[src/rtl/permuter_block_arb.sv]
// 2x2 permuter element for the deflection-router network. It picks straight or swap routing
// from flit age and desired port, registers the pair once, and counts deflected flits.
module permuter_block_arb #(
  parameter int unsigned WIDTH   = 64,
  parameter int unsigned AGE_LSB = 48,
  parameter int unsigned AGE_W   = 8,
  parameter int unsigned DIR_BIT = 63,
  parameter int unsigned CNT_W   = 16
) (
  input  logic             clk,
  input  logic             reset,
  input  logic [WIDTH-1:0] in_flit0,
  input  logic [WIDTH-1:0] in_flit1,
  input  logic             in_valid0,
  input  logic             in_valid1,
  input  logic [1:0]       mode,
  input  logic             stall,
  input  logic             clr_cnt,
  output logic [WIDTH-1:0] out_flit0,
  output logic [WIDTH-1:0] out_flit1,
  output logic             out_valid0,
  output logic             out_valid1,
  output logic             out_swap,
  output logic [CNT_W-1:0] defl_cnt
);

  logic [AGE_W-1:0] age0, age1;
  logic             want0, want1;
  logic             winner;
  logic             swapSel;
  logic             deflect;
  logic             rrToggle;
  logic             rrPtrQ;
  logic [WIDTH-1:0] flit0Sel, flit1Sel;
  logic             valid0Sel, valid1Sel;
  logic             cntSat;

  assign age0  = in_flit0[AGE_LSB +: AGE_W];
  assign age1  = in_flit1[AGE_LSB +: AGE_W];
  assign want0 = in_flit0[DIR_BIT];
  assign want1 = in_flit1[DIR_BIT];

  always_comb begin
    winner   = 1'b0;
    swapSel  = 1'b0;
    deflect  = 1'b0;
    rrToggle = 1'b0;
    unique case (mode)
      2'b00: begin
        unique case ({in_valid1, in_valid0})
          2'b01:   swapSel = want0;
          2'b10:   swapSel = ~want1;
          2'b11: begin
            // Older flit wins; ties go to the round-robin pointer.
            if (age0 > age1)      winner = 1'b0;
            else if (age1 > age0) winner = 1'b1;
            else                  winner = rrPtrQ;
            swapSel  = winner ? ~want1 : want0;
            deflect  = (want0 == want1);
            rrToggle = (age0 == age1);
          end
          default: swapSel = 1'b0;
        endcase
      end
      2'b10:   swapSel = 1'b1;
      default: swapSel = 1'b0;
    endcase
  end

  always_comb begin
    valid0Sel = swapSel ? in_valid1 : in_valid0;
    valid1Sel = swapSel ? in_valid0 : in_valid1;
    flit0Sel  = '0;
    flit1Sel  = '0;
    if (valid0Sel) flit0Sel = swapSel ? in_flit1 : in_flit0;
    if (valid1Sel) flit1Sel = swapSel ? in_flit0 : in_flit1;
  end

  assign cntSat = &defl_cnt;

  always_ff @(posedge clk) begin
    if (reset) begin
      out_flit0  <= '0;
      out_flit1  <= '0;
      out_valid0 <= 1'b0;
      out_valid1 <= 1'b0;
      out_swap   <= 1'b0;
      rrPtrQ     <= 1'b0;
      defl_cnt   <= '0;
    end else begin
      if (!stall) begin
        out_flit0  <= flit0Sel;
        out_flit1  <= flit1Sel;
        out_valid0 <= valid0Sel;
        out_valid1 <= valid1Sel;
        out_swap   <= swapSel;
        rrPtrQ     <= rrPtrQ ^ rrToggle;
      end
      // Clear beats a same-cycle increment and still acts while stalled.
      if (clr_cnt) begin
        defl_cnt <= '0;
      end else if (!stall && deflect && !cntSat) begin
        defl_cnt <= defl_cnt + CNT_W'(1);
      end
    end
  end

endmodule

[config.mk]
export PLATFORM = sky130hd
export DESIGN_NAME = permuter_block_arb
export DESIGN_NICKNAME = d
export VERILOG_FILES = /design/src/rtl/permuter_block_arb.sv
export SDC_FILE = /design/constraint.sdc
export NUM_CORES = 1
export LEC_CHECK = 0
export ABC_AREA = 1
export CORE_AREA = 2 2 144 146
export DETAILED_ROUTE_END_ITERATION = 10
export DIE_AREA = 0 0 146 148
export GPL_ROUTABILITY_DRIVEN = 0
export HOLD_SLACK_MARGIN = 0.1
export PLACE_DENSITY = 0.77
export SLEW_MARGIN = 20
export SYNTH_ARGS = -nofsm -noshare
export SYNTH_HDL_FRONTEND = slang
export SYNTH_SLANG_ARGS = --single-unit
[constraint.sdc]
create_clock -name clk -period 2.5 [get_ports clk]
set_clock_uncertainty 0.05 [all_clocks]
set_input_delay 0.5 -clock clk [delete_from_list [all_inputs] [get_ports clk]]
set_output_delay 0.5 -clock clk [all_outputs]
set_load 0.03 [all_outputs]
==> results.py, run 1 <==
metrics = {
    "run_status": {
        "status": "complete, no violations",
    },
    "global_routing": {
        "grt_max_degree": 133,
        "first_global_vias": 8917,
        "grt_pass1_wl_mm": 46.7,
        "antenna_found_initial": 1,
        "grt_overflow_total": 0,
        "gr-usage-all-layers_pct": 26.4,
    },
    "power_and_ir_drop": {
        "peakVddDrop_uv": 471,
        "power_mw": 6.94,
        "powerDensity_mw_per_mm2": 545,
        "leakagePower_nw": 5.03,
    },
    "routing": {
        "drc_errors": 0,
        "wl_per_cell_um": 17.5,
        "avgViaCountPerCell": 5.55,
        "wirelength_mm": 30.6,
        "firstDrtPassIters": 5,
        "ant_nets": 0,
        "drt_iter0_markers": 801,
        "vias": 9723,
    },
    "timing": {
        "fin_crit_sh_pct": 96.7,
        "finalHoldViolCount": 0,
        "fmax_ghz": 0.414,
        "drv_slew": 0,
        "relSlewSlack_pct": 42.0,
        "period_needed_ps": 2420,
        "hold-worst-slack_ps": 396,
        "worst_slew_pin_slew_ps": 870,
        "setup_viol": 0,
    },
    "clock_tree": {
        "htreeDepth": 4,
        "path_clk_slew_ps": 70,
        "tritoncts": "done",
        "cts_buffers": 17,
        "clockRootBuffer": "clkbuf_16",
        "cts.sinks": 148,
        "ctsHoldBuffers": 0,
        "clkLatencyLatePin_ps": 410,
        "clock_path_buffers": 2,
    },
    "flow_run": {
        "maxCapViolCount": 0,
    },
    "floorplanning": {
        "io_pins": 283,
        "die-width_um": 146,
        "die_height_um": 148,
        "start_util_pct": 41.4,
        "rows": 52,
        "die_area_mm2": 0.0216,
        "core_mm2": 0.0200,
    },
    "worst_setup_path": {
        "r2r-end": "defl_cnt[9]",
        "cp_max_fo": 6,
        "worst_setup_path_start_kind": "input pin",
        "cp-end-kind": "flip-flop",
        "timing.critical_path.mode_cell": "nand2_1",
        "r2r_start": "defl_cnt[1]",
        "r2r_slack_ps": 550,
        "r2r_cells": 11,
        "slowest_stage": "ha_1",
        "slowest_delay_ps": 290,
        "crit_chain": "clkdlybuf4s15_1 -> ha_1 -> nand2_1 -> nor2_1 -> nand2_1 -> or2_1 -> nand2_1 -> nand2_1 -> nand3_2 -> nand3_2 -> nand2_4 -> buf_12 -> buf_8 -> clkbuf_16 -> nand3_1 -> nand2_1 -> nand3_2 -> a21oi_2",
        "path_class": "input pin to flip-flop",
        "required_ps": 2790,
        "cp_data_arrival_time_ps": 2710,
    },
    "logic_synthesis": {
        "synth_common_cells": "342 x nand3_1, 291 x nand2_1, 148 x dfxtp_1",
        "synth.distinct_cells": 32,
        "avgSynthCellArea_um2": 6.96,
        "synthCells": 1193,
        "synthArstFlopShare_pct": 0,
        "synth_area_mm2": 0.00830,
        "ys_seq_area_share_pct": 35.7,
        "ys_warn_count": 0,
        "synth_top_area_cell": "dfxtp_1",
        "synth.most_common_cell": "nand3_1",
        "yosys-top-cells-area": "dfxtp_1 36%, nand3_1 21%, nand2_1 13%, nand3_2 6.4%, a21oi_1 6.3%",
        "synth_top_area_share_pct": 35.7,
        "synth-edff-count": 0,
        "syn_nets": 1338,
        "ys.flop_type": "dfxtp_1",
        "ys_ff_latch": 148,
    },
    "min_path": {
        "hold_path_end": "out_flit0[11]",
        "worstHoldPathType": "input pin to flip-flop",
        "min_delay_path_depth": 2,
        "hold_path.startpoint": "reset",
    },
    "placement": {
        "port_buffers": 282,
        "dp_hpwl_mm": 18.5,
    },
    "finish": {
        "fillCellCount": 1792,
        "drive_gt1_share_pct": 17.6,
        "multi_input_area_mm2": 0.00479,
        "regArea_mm2": 0.00296,
        "synthToLayoutAreaGrowth_pct": 53.4,
        "layout.nets": 1612,
    },
}
## power breakdown
part           switching (mW)  internal (mW)  leakage, nW  total, mW
clock                    1.11           1.51        0.290       2.62
combinational            1.01          0.787         3.53       1.80
sequential             0.0588           2.46         1.20       2.52
total                    2.19           4.75         5.03       6.94
## cell usage in the layout (no fill, tap or decap), types with 5 or more instances in the layout
master           instances
buf_12                  18
clkdlybuf4s50_1        264
clkbuf_16               20
inv_1                   30
clkinv_4                 5
a21oi_1                 97
nand2_1                287
buf_16                   9
dfxtp_1                148
nand3_1                335
buf_4                   56
o21ai_0                  8
clkbuf_2                14
ha_1                     5
a21oi_2                 46
nor3_1                   7
nor2_1                  19
nand3_2                 59
## worst max path at each step
stage                       from  slack [ps]             to  cells past startpoint
floorplan           in_flit0[55]         120  out_flit0[15]                     18
global placement    in_flit0[55]        -570  out_flit1[11]                     17
detailed placement  in_flit0[55]        -630  out_flit1[57]                     17
CTS                 in_flit1[55]           2  out_flit0[55]                     17
global route        in_flit0[48]         -50  out_flit0[53]                     18
finish              in_flit0[48]          80  out_flit0[53]                     18
## per-stage QoR
| step | setup WS [ps] | setup TNS [ps] | utilization, % | area, um2 | cells |
|---|---|---|---|---|---|
| floorplan | 115 | 0 | - | 8300 | 1193 |
| global placement | -570 | -69760 | 57.7 | 11600 | 1691 |
| detailed placement | -634 | -74130 | 57.7 | 11600 | 1691 |
| CTS | 1.95 | 0 | 62.8 | 12600 | 1744 |
| global route | -52.6 | -922 | 63.5 | 12700 | 1751 |
| finish | 82.3 | 0 | 63.5 | 12700 | 1751 |
## critical path: cells and delay by family
family / cells / cell delay, ps
compound gates: 1 / 150
buf+inv: 4 / 610
simple gates: 12 / 1150
fa+ha+maj: 1 / 290
## cells by family (layout without fill, tap and decap cells)
kind of cell	after synthesis	count (layout)	synth area share, %
AO/OA/AOI/OAI	157	157	11.4
adder cells (fa/ha/maj)	9	9	1.36
XOR/XNOR	3	3	0.317
flip-flops	148	148	35.7
AND/OR/NAND/NOR	726	726	42.6
buffers and inverters	150	437	8.67
other	0	1	0
## registers in the layout, summed over array words and instances (netlist names)
register    count
rrPtrQ          1
out_flit0      64
out_valid1      1
out_swap        1
out_flit1      64
out_valid0      1
defl_cnt       16
## final cells by class
| type | instances | area share, % |
|---|---|---|
| diodes | 1 | 0.0197 |
| clock buffers | 18 | 3.37 |
| clock inverters | 14 | 1.33 |
| inverters | 36 | 1.10 |
| multi-input cells | 895 | 37.6 |
| flip-flops and latches | 148 | 23.3 |
| well taps | 270 | 2.65 |
| repair buffers | 369 | 30.6 |
## metal layers
layer	vias up	wire length, um	track usage, %
met5	-	0	0
met3	75	2850	6.85
met4	0	1090	12.4
li1	4616	-	-
met1	4511	12100	32.5
met2	521	14600	43.5
## timing repair
action,CTS,global route
cloned,8,3
pin swaps,8,35
resized for setup,36,57
setup endpoints to repair,131,126
buffers inserted,13,4
hold endpoints to repair,0,0
(Power assumes the default switching activity.)
==> run 2: changes to the inputs <==
--- a/config.mk
+++ b/config.mk
@@ -6,6 +6,7 @@
 export NUM_CORES = 1
 export LEC_CHECK = 0
 export ABC_AREA = 1
+export CAP_MARGIN = 30
 export CORE_AREA = 2 2 144 146
 export DETAILED_ROUTE_END_ITERATION = 10
 export DIE_AREA = 0 0 146 148
==> results of run 2 <==
Final layout, timing and power as in run 1 (identical DEF).
==> RTL change: new RTL, flow settings as in run 2 <==
Register the input `mode` before use, with the module's reset. The logic sees it one clock later. The other inputs are not delayed to match.
--- a/src/rtl/permuter_block_arb.sv
+++ b/src/rtl/permuter_block_arb.sv
@@ -24,6 +24,16 @@
   output logic [CNT_W-1:0] defl_cnt
 );
 
+  logic [1:0] mode_q;
+
+  always_ff @(posedge clk) begin
+    if (reset) begin
+      mode_q <= '0;
+    end else begin
+      mode_q <= mode;
+    end
+  end
+
   logic [AGE_W-1:0] age0, age1;
   logic             want0, want1;
   logic             winner;
@@ -45,7 +55,7 @@
     swapSel  = 1'b0;
     deflect  = 1'b0;
     rrToggle = 1'b0;
-    unique case (mode)
+    unique case (mode_q)
       2'b00: begin
         unique case ({in_valid1, in_valid0})
           2'b01:   swapSel = want0;
Check against the original RTL: not equivalent (Yosys sat finds a counterexample within 4 cycles, from zero or initial values and one cycle with reset high).
==> RTL change against run 2 <==
Register-to-register slack better by 0.02 ns. The run now ends with negative setup slack left. Sequential cell count is 2 higher. Die area stayed put. Final area is 0.41% lower. Routed wire length is 2.6% higher. Synthesized area is 5.1% lower. Via count is 1.2% lower. First-iteration DRC count stayed put. Critical path depth is 1 lower. Largest cell class unchanged. Sequential power is 2% higher. Setup slack worse by 0.13 ns. Total power is 11% higher.
==> RTL change: results (changes against run 2) <==
metric	value	unit	change
CTS buffer count	17		unchanged
fin worst setup slack	-0.04281	ns	-0.1251 ns
first-pass GRT wire length	46240	um	-0.98%
Area after DPL	0.01097	mm^2	-5.2%
fin cells	1766		+0.86%
Placed Cells incl. Taps	1686		-0.30%
dpl ws	-0.6867	ns	-0.05242 ns
area of the multi-input gates	0.004395	mm^2	-8.3%
per-cell routed wire length	17.80	um	+1.7%
Total GRT Usage	0.2665		+0.002213
Clock-cell share	0.05200		+0.005030
count of multi-input gates	898		+0.34%
setup bufs post-CTS	24		+11
M1 GR Usage	0.3382		+0.01365
vias in the first global route	8867		-0.56%
Synth Area in XOR/XNOR	0.004447		+0.001280
family with the most delay on the worst path	simple AND/OR/NAND/NOR gates		
Area contributors post-synth	dfxtp_1 (38%), nand2_1 (20%), nand3_1 (16%)		
Non-clk invs	37		+2.8%
violated checks	negative setup slack		
met3 Resource Use GR	0.07130		+0.002778
VDD IR max	0.4600	mV	-2.3%
area fraction in compound gates after synthesis	0.1037		-0.009991
total negative setup slack	-0.08395	ns	-0.08395 ns
Finish-stage setup viols	5		+5
top post-synthesis cells by count	nand2_1 (418), nand3_1 (254), dfxtp_1 (150)		
Hold Path Class	register to register		
post-synthesis adder-cell area fraction	0.01429		+0.0007220
Critical R2R Launch	rrPtrQ		
Critical Path Fanout Max	17		+11
dpl hpwl	17350	um	-6.2%
Layout Utilization	0.6327		-0.002623
max_slew headroom	0.4694		+0.04923
FILL cells	1773		-1.1%
NonClk Buf Share	0.3265		+0.02031
status	finished with violations		
routed wire length on met2	14550	um	-0.48%
Buffers, non-clock	378		+2.4%
num sequential	150		+1.4%
met2 usage	0.4271		-0.008019
post-cts sizing count	38		+5.6%
R2R Setup Slk	0.57	ns	+0.02 ns
CP Data Arrival Time	2.84	ns	+0.13 ns
CP Launch Point	in_flit0[52]		
met3 routed WL	3247	um	+14%
sequential element share of the synthesized area	0.3811		+0.02408
nets	1627		+0.93%
antenna violations before repair	0		-1
Syn Inst Count	1185		-0.67%
M1 WL	12520	um	+3.7%
layout cells sized above 1	0.1425		-0.03320
post-synthesis cell type count	34		+6.3%
syn nets	1330		-0.60%
pin count of the biggest net entering global routing	79		-41%
DR vias	9602		-1.2%
Reg-to-Reg End	out_flit0[51]		
[RTL change: cell types whose count changed in the layout (fill, tap and decap cells not counted), sizes merged, moves of 2 or more]
cell / run 2 / this run
dfxtp: 148 / 150
nor3: 7 / 9
nor2: 21 / 24
bufinv: 2 / 5
clkdlybuf4s15: 2 / 6
a21oi: 143 / 141
nand2: 293 / 420
nand4: 5 / 1
buf: 85 / 91
nand3: 395 / 266
a31oi: 0 / 3
[RTL change: report_power, final]
part	internal [mW]	leakage, nW	switching [mW]
clock	1.81	0.322	1.10
combinational	1.00	3.62	1.20
sequential	2.51	1.22	0.0634
total	5.32	5.16	2.37
[RTL change: how the worst min path moves through the flow]
stage / end / startpoint / slack, ns
global placement: out_flit0[12] / out_flit0[12] / 0.39
CTS: out_flit0[8] / out_flit0[8] / 0.41
finish: out_flit0[8] / out_flit0[8] / 0.41
floorplan: rrPtrQ / rrPtrQ / 0.43
detailed placement: out_flit1[40] / out_flit1[40] / 0.40
global route: out_flit1[40] / out_flit1[40] / 0.43
